File: src/rtl/ls_tile_burst.sv
// Load/store tile between a PE port and a 2-D (x,y) word memory: single/burst commands,
// in-order req/gnt issue, credit-protected load-return FIFO. Optional perf counters: LS_TILE_PERF_EN.
module ls_tile_burst #(
    parameter int DATA_W     = 32,
    parameter int AX_W       = 6,
    parameter int AY_W       = 6,
    parameter int LEN_W      = 4,
    parameter int FIFO_DEPTH = 4
) (
    input  logic                     clk,
    input  logic                     reset,
    input  logic                     en,
    input  logic [AX_W+AY_W+LEN_W:0] ctrl,
    input  logic                     input_ready,
    input  logic [DATA_W-1:0]        FromPE,
    output logic                     cmd_ready,
    output logic [DATA_W-1:0]        ToPE,
    output logic                     output_ready,
    input  logic                     pe_ready,
    output logic                     mem_req,
    output logic                     mem_we,
    output logic [AX_W-1:0]          mem_x,
    output logic [AY_W-1:0]          mem_y,
    output logic [DATA_W-1:0]        ToMemoryReg,
    input  logic                     mem_gnt,
    input  logic [DATA_W-1:0]        FromMemoryReg,
    input  logic                     mem_rvalid
`ifdef LS_TILE_PERF_EN
    ,
    output logic [31:0]              perf_beats,
    output logic [31:0]              perf_stall
`endif
);

    // Handshakes: a transfer happens on a cycle where valid && ready are both high
    // (input_ready/cmd_ready, mem_req/mem_gnt, output_ready/pe_ready); once raised,
    // mem_req and its address/data hold unchanged until the cycle of mem_gnt.

    localparam int PTR_W = (FIFO_DEPTH > 1) ? $clog2(FIFO_DEPTH) : 1;
    localparam int CNT_W = PTR_W + 1;

    localparam logic [CNT_W-1:0] CNT_ONE  = 1;
    localparam logic [PTR_W-1:0] PTR_ONE  = 1;
    localparam logic [LEN_W:0]   CAP_ONE  = 1;
    localparam logic [LEN_W-1:0] BEAT_ONE = 1;

    typedef enum logic [1:0] {
        IDLE = 2'd0,
        LD   = 2'd1,
        ST   = 2'd2
    } state_t;

    state_t state;
    state_t state_next;

    logic [AX_W-1:0]   cmd_x;
    logic [AY_W-1:0]   cmd_y;
    logic [LEN_W-1:0]  cmd_len;
    logic              cmd_we;

    logic [AX_W-1:0]   cur_x;
    logic [AY_W-1:0]   cur_y;
    logic [LEN_W-1:0]  len_q;
    logic [LEN_W-1:0]  beat_cnt;
    logic [LEN_W:0]    cap_cnt;
    logic              stbuf_v;
    logic [DATA_W-1:0] stbuf_data;
    logic              req_pend;
    logic [CNT_W-1:0]  outstanding;

    logic [DATA_W-1:0] fifo_mem [FIFO_DEPTH];
    logic [PTR_W-1:0]  wr_ptr;
    logic [PTR_W-1:0]  rd_ptr;
    logic [CNT_W-1:0]  fifo_count;

    logic accept;
    logic st_capture;
    logic gnt_fire;
    logic last_beat;
    logic credit_ok;
    logic rd_issue;
    logic fifo_push;
    logic fifo_pop;

    assign {cmd_x, cmd_y, cmd_len, cmd_we} = ctrl;

    assign accept     = (state == IDLE) && cmd_ready && input_ready;
    assign st_capture = (state == ST) && cmd_ready && input_ready;
    assign gnt_fire   = mem_req && mem_gnt;
    assign last_beat  = (beat_cnt == len_q);
    assign rd_issue   = gnt_fire && !mem_we;

    // Every read in flight owns a FIFO slot, so a return can always be stored.
    assign credit_ok = ({1'b0, fifo_count} + {1'b0, outstanding}) < (CNT_W + 1)'(FIFO_DEPTH);

    // A return with nothing outstanding is stale (e.g. from before a reset) and is dropped.
    assign fifo_push = mem_rvalid && (outstanding != '0);
    assign fifo_pop  = output_ready && pe_ready;

    assign output_ready = (fifo_count != '0);
    assign ToPE         = fifo_mem[rd_ptr];
    assign mem_x        = cur_x;
    assign mem_y        = cur_y;
    assign ToMemoryReg  = stbuf_data;

    always_ff @(posedge clk) begin
        if (reset) begin
            state <= IDLE;
        end else begin
            state <= state_next;
        end
    end

    always_comb begin
        state_next = state;
        case (state)
            IDLE: begin
                if (accept) begin
                    state_next = cmd_we ? ST : LD;
                end
            end
            LD, ST: begin
                if (gnt_fire && last_beat) begin
                    state_next = IDLE;
                end
            end
            default: state_next = IDLE;
        endcase
    end

    // A held read request survives en dropping; only a fresh read waits for en and credit.
    always_comb begin
        cmd_ready = 1'b0;
        mem_req   = 1'b0;
        mem_we    = 1'b0;
        case (state)
            IDLE: begin
                cmd_ready = en;
            end
            LD: begin
                mem_req = req_pend || (en && credit_ok);
            end
            ST: begin
                mem_we    = 1'b1;
                mem_req   = stbuf_v;
                cmd_ready = en && (!stbuf_v || mem_gnt) && (cap_cnt <= {1'b0, len_q});
            end
            default: begin
                cmd_ready = 1'b0;
            end
        endcase
    end

    always_ff @(posedge clk) begin
        if (reset) begin
            cur_x       <= '0;
            cur_y       <= '0;
            len_q       <= '0;
            beat_cnt    <= '0;
            cap_cnt     <= '0;
            stbuf_v     <= 1'b0;
            stbuf_data  <= '0;
            req_pend    <= 1'b0;
            outstanding <= '0;
        end else begin
            req_pend <= mem_req && !mem_gnt;

            if (accept) begin
                cur_x    <= cmd_x;
                cur_y    <= cmd_y;
                len_q    <= cmd_len;
                beat_cnt <= '0;
                cap_cnt  <= cmd_we ? CAP_ONE : '0;
            end else if (gnt_fire) begin
                beat_cnt <= beat_cnt + BEAT_ONE;
                cur_y    <= cur_y + AY_W'(1);
                if (cur_y == '1) begin
                    cur_x <= cur_x + AX_W'(1);
                end
            end

            // The store command cycle carries beat 0; later beats may refill on the grant cycle.
            if ((accept && cmd_we) || st_capture) begin
                stbuf_data <= FromPE;
                stbuf_v    <= 1'b1;
            end else if (gnt_fire && mem_we) begin
                stbuf_v <= 1'b0;
            end

            if (st_capture) begin
                cap_cnt <= cap_cnt + CAP_ONE;
            end

            case ({rd_issue, fifo_push})
                2'b10:   outstanding <= outstanding + CNT_ONE;
                2'b01:   outstanding <= outstanding - CNT_ONE;
                default: outstanding <= outstanding;
            endcase
        end
    end

    always_ff @(posedge clk) begin
        if (reset) begin
            wr_ptr     <= '0;
            rd_ptr     <= '0;
            fifo_count <= '0;
            for (int i = 0; i < FIFO_DEPTH; i++) begin
                fifo_mem[i] <= '0;
            end
        end else begin
            if (fifo_push) begin
                fifo_mem[wr_ptr] <= FromMemoryReg;
                wr_ptr           <= wr_ptr + PTR_ONE;
            end
            if (fifo_pop) begin
                rd_ptr <= rd_ptr + PTR_ONE;
            end
            case ({fifo_push, fifo_pop})
                2'b10:   fifo_count <= fifo_count + CNT_ONE;
                2'b01:   fifo_count <= fifo_count - CNT_ONE;
                default: fifo_count <= fifo_count;
            endcase
        end
    end

`ifdef LS_TILE_PERF_EN
    always_ff @(posedge clk) begin
        if (reset) begin
            perf_beats <= '0;
            perf_stall <= '0;
        end else begin
            if (gnt_fire) begin
                perf_beats <= perf_beats + 32'd1;
            end
            if (mem_req && !mem_gnt) begin
                perf_stall <= perf_stall + 32'd1;
            end
        end
    end
`endif

endmodule

File: config.mk
export PLATFORM = sky130hd
export DESIGN_NAME = ls_tile_burst
export DESIGN_NICKNAME = d
export VERILOG_FILES = /design/src/rtl/ls_tile_burst.sv
export SDC_FILE = /design/constraint.sdc
export NUM_CORES = 1
export LEC_CHECK = 0
export CORE_UTILIZATION = 47
export CTS_CLUSTER_DIAMETER = 150
export DETAILED_ROUTE_END_ITERATION = 8
export HOLD_SLACK_MARGIN = 0.1
export PLACE_DENSITY = 0.81
export SLEW_MARGIN = 5
export SYNTH_ARGS = -nofsm -noshare
export SYNTH_HDL_FRONTEND = slang
export SYNTH_SLANG_ARGS = --single-unit
File: constraint.sdc
create_clock -name clk -period 2.85 [get_ports clk]
set_input_delay 0.57 -clock clk [delete_from_list [all_inputs] [get_ports clk]]
set_output_delay 0.57 -clock clk [all_outputs]
set_load 0.03 [all_outputs]
Yosys cells after proc, flatten, opt, wreduce, memory -nomap -nowiden:

Memories as Yosys holds them, arrays and structs flattened. A register that Yosys moved wholly into a read port is not among the register bits.
Index checks and enable logic that the tools add are counted.

* bits in writable memories: 128
* memories kept: 1
* register bits: 71
* bits of input ports: 88

* add/sub/neg operators: 11
* magnitude comparators: 2
* muxes and demuxes: 29
* equality and inequality tests: 10
* reductions and logical operators: 35

Memory list
* fifo_mem: words 4, bits a word 32, read ports 1, clocked after memory_dff 1, wr ports 4, line 71 `logic [DATA_W-1:0] fifo_mem [FIFO_DEPTH];`

Operators with widths (number)
* $mux 32: 1
* $reduce_or 32->1: 1
* $mux 6: 5
* $logic_and 1x1->1: 15
* $add 6x1->6 const B: 2
* $mux 2: 6
* $pmux 3 s2: 2
* $reduce_bool 2->1: 6
* $mux 1: 10
* $mux 5: 2
* $add 3x1->3 const B: 2
* $eq 2x1->1 const B: 3
* $eq 2x2->1 const B: 3
* $eq 6x6->1 const B: 1
* $reduce_bool 3->1: 2
* $sub 3x1->3 const B: 2
* $add 5x1->5 const B: 1
* $le 5x4->1: 1
* $add 2x1->2 const B: 2
* $add 3x3->4: 1
* $add 4x1->4 const B: 1
* $eq 4x4->1: 1
* $lt 4x3->1 const B: 1
* $ne 2x2->1 const B: 2
* other kinds (7): 14

Logic depth before layout (Yosys ltp):

* depth in word-level cells: 10
* gate-level depth with buffers: 14

Worst setup path after synthesis:

OpenSTA, ideal clock, no wires.

* path type: flip-flop to flip-flop
* start: register state[0]
* end: register outstanding[2]
* slack: -0.040 ns
* cell stages (with the launch flop): 15
* buffers on the path: 2
* arrival time: 2.820 ns
* period minus slack after synthesis: 2.890 ns
* path through: dfxtp_1 inv_1 ha_1 buf_2 a21o_1 and3_1 clkbuf_1 nand2_1 or2_2 ha_1 inv_1 fa_1 xor2_1 or3_1 a21oi_1

* cells in the longest elaborated chain, start to end: 6
* elaborated cells between the ends (all ways): 11

RTL lines
* from (decl): line 53 `state_t state;`
* from (signal assigned): line 110 `state <= state_next;`
* $eq 2x2->1 (*): line 136 `case (state)`
* $mux 1 (*): line 136
* named net mem_we: line 21 `output logic mem_we,`
* $logic_not 1->1 (*): line 91 `assign rd_issue = gnt_fire && !mem_we;`
* $logic_and 1x1->1 (*): line 91
* $eq 2x1->1 / $eq 2x2->1 (equally long branches): line 194 `case ({rd_issue, fifo_push})`
* $pmux 3 s2 / $reduce_bool 2->1 (equally long branches)
* to (signal assigned): line 195 `2'b10: outstanding <= outstanding + CNT_ONE;`
* to (signal assigned): line 196 `2'b01: outstanding <= outstanding - CNT_ONE;`
* to (signal assigned): line 197 `default: outstanding <= outstanding;`
* to (decl): line 69 `logic [CNT_W-1:0] outstanding;`

Mark *: on every way through the listed nets, which the timed path passes. The rest lies on a longest branch.
A chain may end at the register's enable or synchronous reset.

Final worst setup path:

* start: register len_q[2]
* end: output cmd_ready

* cells in the longest elaborated chain, start to end: 3

RTL lines
* from (decl): line 63 `logic [LEN_W-1:0] len_q;`
* from (signal assigned): line 171 `len_q <= cmd_len;`
* $le 5x4->1: line 146 `cmd_ready = en && (!stbuf_v || mem_gnt) && (cap_cnt <= {1'b0, len_q});`
* $logic_and 1x1->1: line 146
* $pmux 1 s2: line 136
* to (decl): line 16 `output logic cmd_ready,`

Every way passes these cells.

==> results_dict.tcl <==
set metrics [dict create \
    status "finished with violations" \
    violations "design-rule violations" \
    hold_violations 0 \
    critPathCaptureType "output pin" \
    areaGrowthSynthToFinish_pct 31.3 \
    wire_per_inst_um 16.9 \
    fin_worst_skew_ns 0.0112 \
    htree_num_levels 1 \
    dp_hpwl_um 13000 \
    crit_end "cmd_ready" \
    cts_hold_buf 0 \
    final.setup.tns_ns 0 \
    cts_num_sinks 201 \
    ir_worst_vdd_uv 391 \
    vias_per_cell 5.33 \
    slew_headroom 0.580 \
    clockRootBuffer "clkbuf_16" \
    num_rows 49 \
    hold_class "primary input to register" \
    min_period_ns 2.73 \
    cp-start-kind "register" \
    arrival_ns 2.16 \
    drv_slew 0 \
    remaining_drc_errors 11 \
    track_usage 0.208 \
    core_sq_um 18200 \
    layout_commonest_cell "clkdlybuf4s50_1" \
    finalSetupViolations 0 \
    final_cells 1160 \
    dr_total_vias 6181 \
    grt_overflow 0 \
    dr.pass1.iters 9 \
    reg2reg_depth 12 \
    p_sw_frac 0.225 \
    cts_tree "done" \
    worst_r2r_endpoint "outstanding[2]" \
    worstMarginPinSlew_ns 0.629 \
    period_share 0.956 \
    slowest_stage "dfxtp_1" \
    diodes 0 \
    seq_power_share 0.487 \
    synthFlopType "edfxtp_1" \
    slowest_delay_ns 0.41 \
    grt_pass1_wl_um 32000 \
    die_height_um 139 \
    cp_top_family "flip-flops" \
    clock_latency_ns 0.50 \
    path_cells "inv_1 > ha_1 > nand4_1 > nand2b_1 > a21oi_1 > o21a_1 > buf_12" \
    path_buf_inv 2 \
    synth_nets 841 \
    ys_ff_latch 201 \
    crit_start "len_q[2]" \
    synth_cell_types 47 \
    clockBufferDepth 3 \
    nets 1021 \
    power_density_nw_per_um2 575 \
    gp_congestion 0.873 \
    antenna_found_initial 0 \
    p_int_w 0.00517 \
    drive_above_1_share 0.158 \
    grt_pass1_vias 6479 \
    clockPowerShare 0.410 \
    p_comb_frac 0.103 \
    io_pins 168 \
    die_w_um 139 \
    final_cell_mix "132 x clkdlybuf4s50_1, 130 x nor2_1, 128 x edfxtp_1, 71 x dfxtp_1, 59 x nand2_1" \
    clk_pin_slew_ns 0.06 \
    die-area_sq_um 19300 \
    fmax_ghz 0.367 \
    final_antenna_net_count 0 \
    cp_data_required_time_ns 2.28 \
    yosysSeqAreaShare 0.601 \
    routed_wl_um 19600 \
    initial_core_util 0.485 \
    power.switching_w 0.00150 \
    r2r_slack_ns 0.28 \
    worst-setup-path-type "register to output pin" \
    syn_area_sq_um 8830 \
    dp.cells 1120 \
    synth_edf_count 128 \
    total_leakage_power_nw 4.63 \
    drt-initial-drc-count 349 \
    crit_path_max_fanout 4 \
    synthArstFlopShare 0 \
    yosys_warnings 0 \
    synth_cells 736 \
    numCtsBuffers 22 \
    cp_num_cells 7 \
    rsz0062_at_grt "false" \
    syn_area_per_cell_sq_um 12.0 \
    grt_max_degree 33 \
    io_buffers 167 \
    drv_cap 0 \
    fillers 1351 \
    r2r_start "state[0]" \
]
## sequential cells by signal (all words and copies together) (netlist names), 3 cells and up, named ones only
register	cells
fifo_mem	128
ToMemoryReg	32
mem_x	6
mem_y	6
cap_cnt	5
beat_cnt	4
len_q	4
fifo_count	3
outstanding	3
## power by group through the flow
stage	Sequential [W]	Clock [W]	Combinational, W
after floorplan	0.00337	0	0.000282
final	0.00325	0.00273	0.000690
after CTS	0.00325	0.00279	0.000694
after global placement	0.00330	0	0.000677
after global routing	0.00326	0.00290	0.000737
after detailed placement	0.00331	0	0.000686
## timing repair
| item | CTS | global route |
|---|---|---|
| pin swaps | 1 | 0 |
| endpoints found under the setup margin | 1 | 1 |
| setup buffers | 1 | 0 |
| resized for setup | 0 | 2 |
## cell families (layout without fill, tap and decap cells)
family,count (synthesis),in the layout,synth area share
AND/OR/NAND/NOR,282,282,0.146
AO/OA/AOI/OAI,57,57,0.0437
multiplexers,67,67,0.121
XOR/XNOR,23,23,0.0228
flip-flops,201,201,0.601
adder cells (fa/ha/maj),17,17,0.0258
buffers and inverters,89,284,0.0390
## synth_stat cells, types with 9 or more instances
master    number  share of area
a211oi_1       9         0.0077
a21oi_1       19          0.011
and2_1        33          0.023
clkbuf_1      28          0.012
dfxtp_1       73           0.17
edfxtp_1     128           0.44
ha_1          15          0.021
inv_1         47          0.020
mux2i_1       34          0.039
mux4_2        32          0.082
nand2_1       59          0.025
nand3_1       16         0.0091
nor2_1       131          0.056
o21ai_0        9         0.0051
xor2_1        15          0.015
## through the flow
stage	power [W]	setup slack, ns	hold slack [ns]	util	cell area [sq um]
2_1_floorplan	0.00365	0.0551	0.461	-	8830
3_3_place_gp	0.00398	-0.0380	0.472	0.598	10900
3_5_place_dp	0.00399	-0.0777	0.487	0.598	10900
4_1_cts	0.00674	0.0128	0.408	0.637	11600
5_1_grt	0.00689	0.0369	0.425	0.637	11600
6_report	0.00667	0.125	0.413	0.637	11600
## routing by layer
layer | track usage | part of all wire | vias to the layer above
met4 | 0.0485 | 0.016 | 0
met1 | 0.251 | 0.39 | 2961
li1 | - | - | 2941
met3 | 0.0477 | 0.092 | 26
met2 | 0.377 | 0.50 | 253
met5 | 0 | 0 | -
## area by class of cell
type,count,area (sq um),area share
clock buffers,27,591,0.0509
clock inverters,12,104,0.00896
inverters,47,176,0.0152
multi-input cells,446,3230,0.278
flip-flops and latches,201,5310,0.458
well taps,229,287,0.0247
repair buffers,198,1900,0.164
## worst min path at each step
stage,startpoint,endpoint,cells after the start
2_1_floorplan,len_q[1],len_q[1],2
3_3_place_gp,ToMemoryReg[30],ToMemoryReg[30],2
3_5_place_dp,ToMemoryReg[6],ToMemoryReg[6],2
4_1_cts,reset,wr_ptr[1],2
5_1_grt,reset,ToMemoryReg[24],2
6_report,reset,wr_ptr[1],2
(Power assumes the default switching activity.)
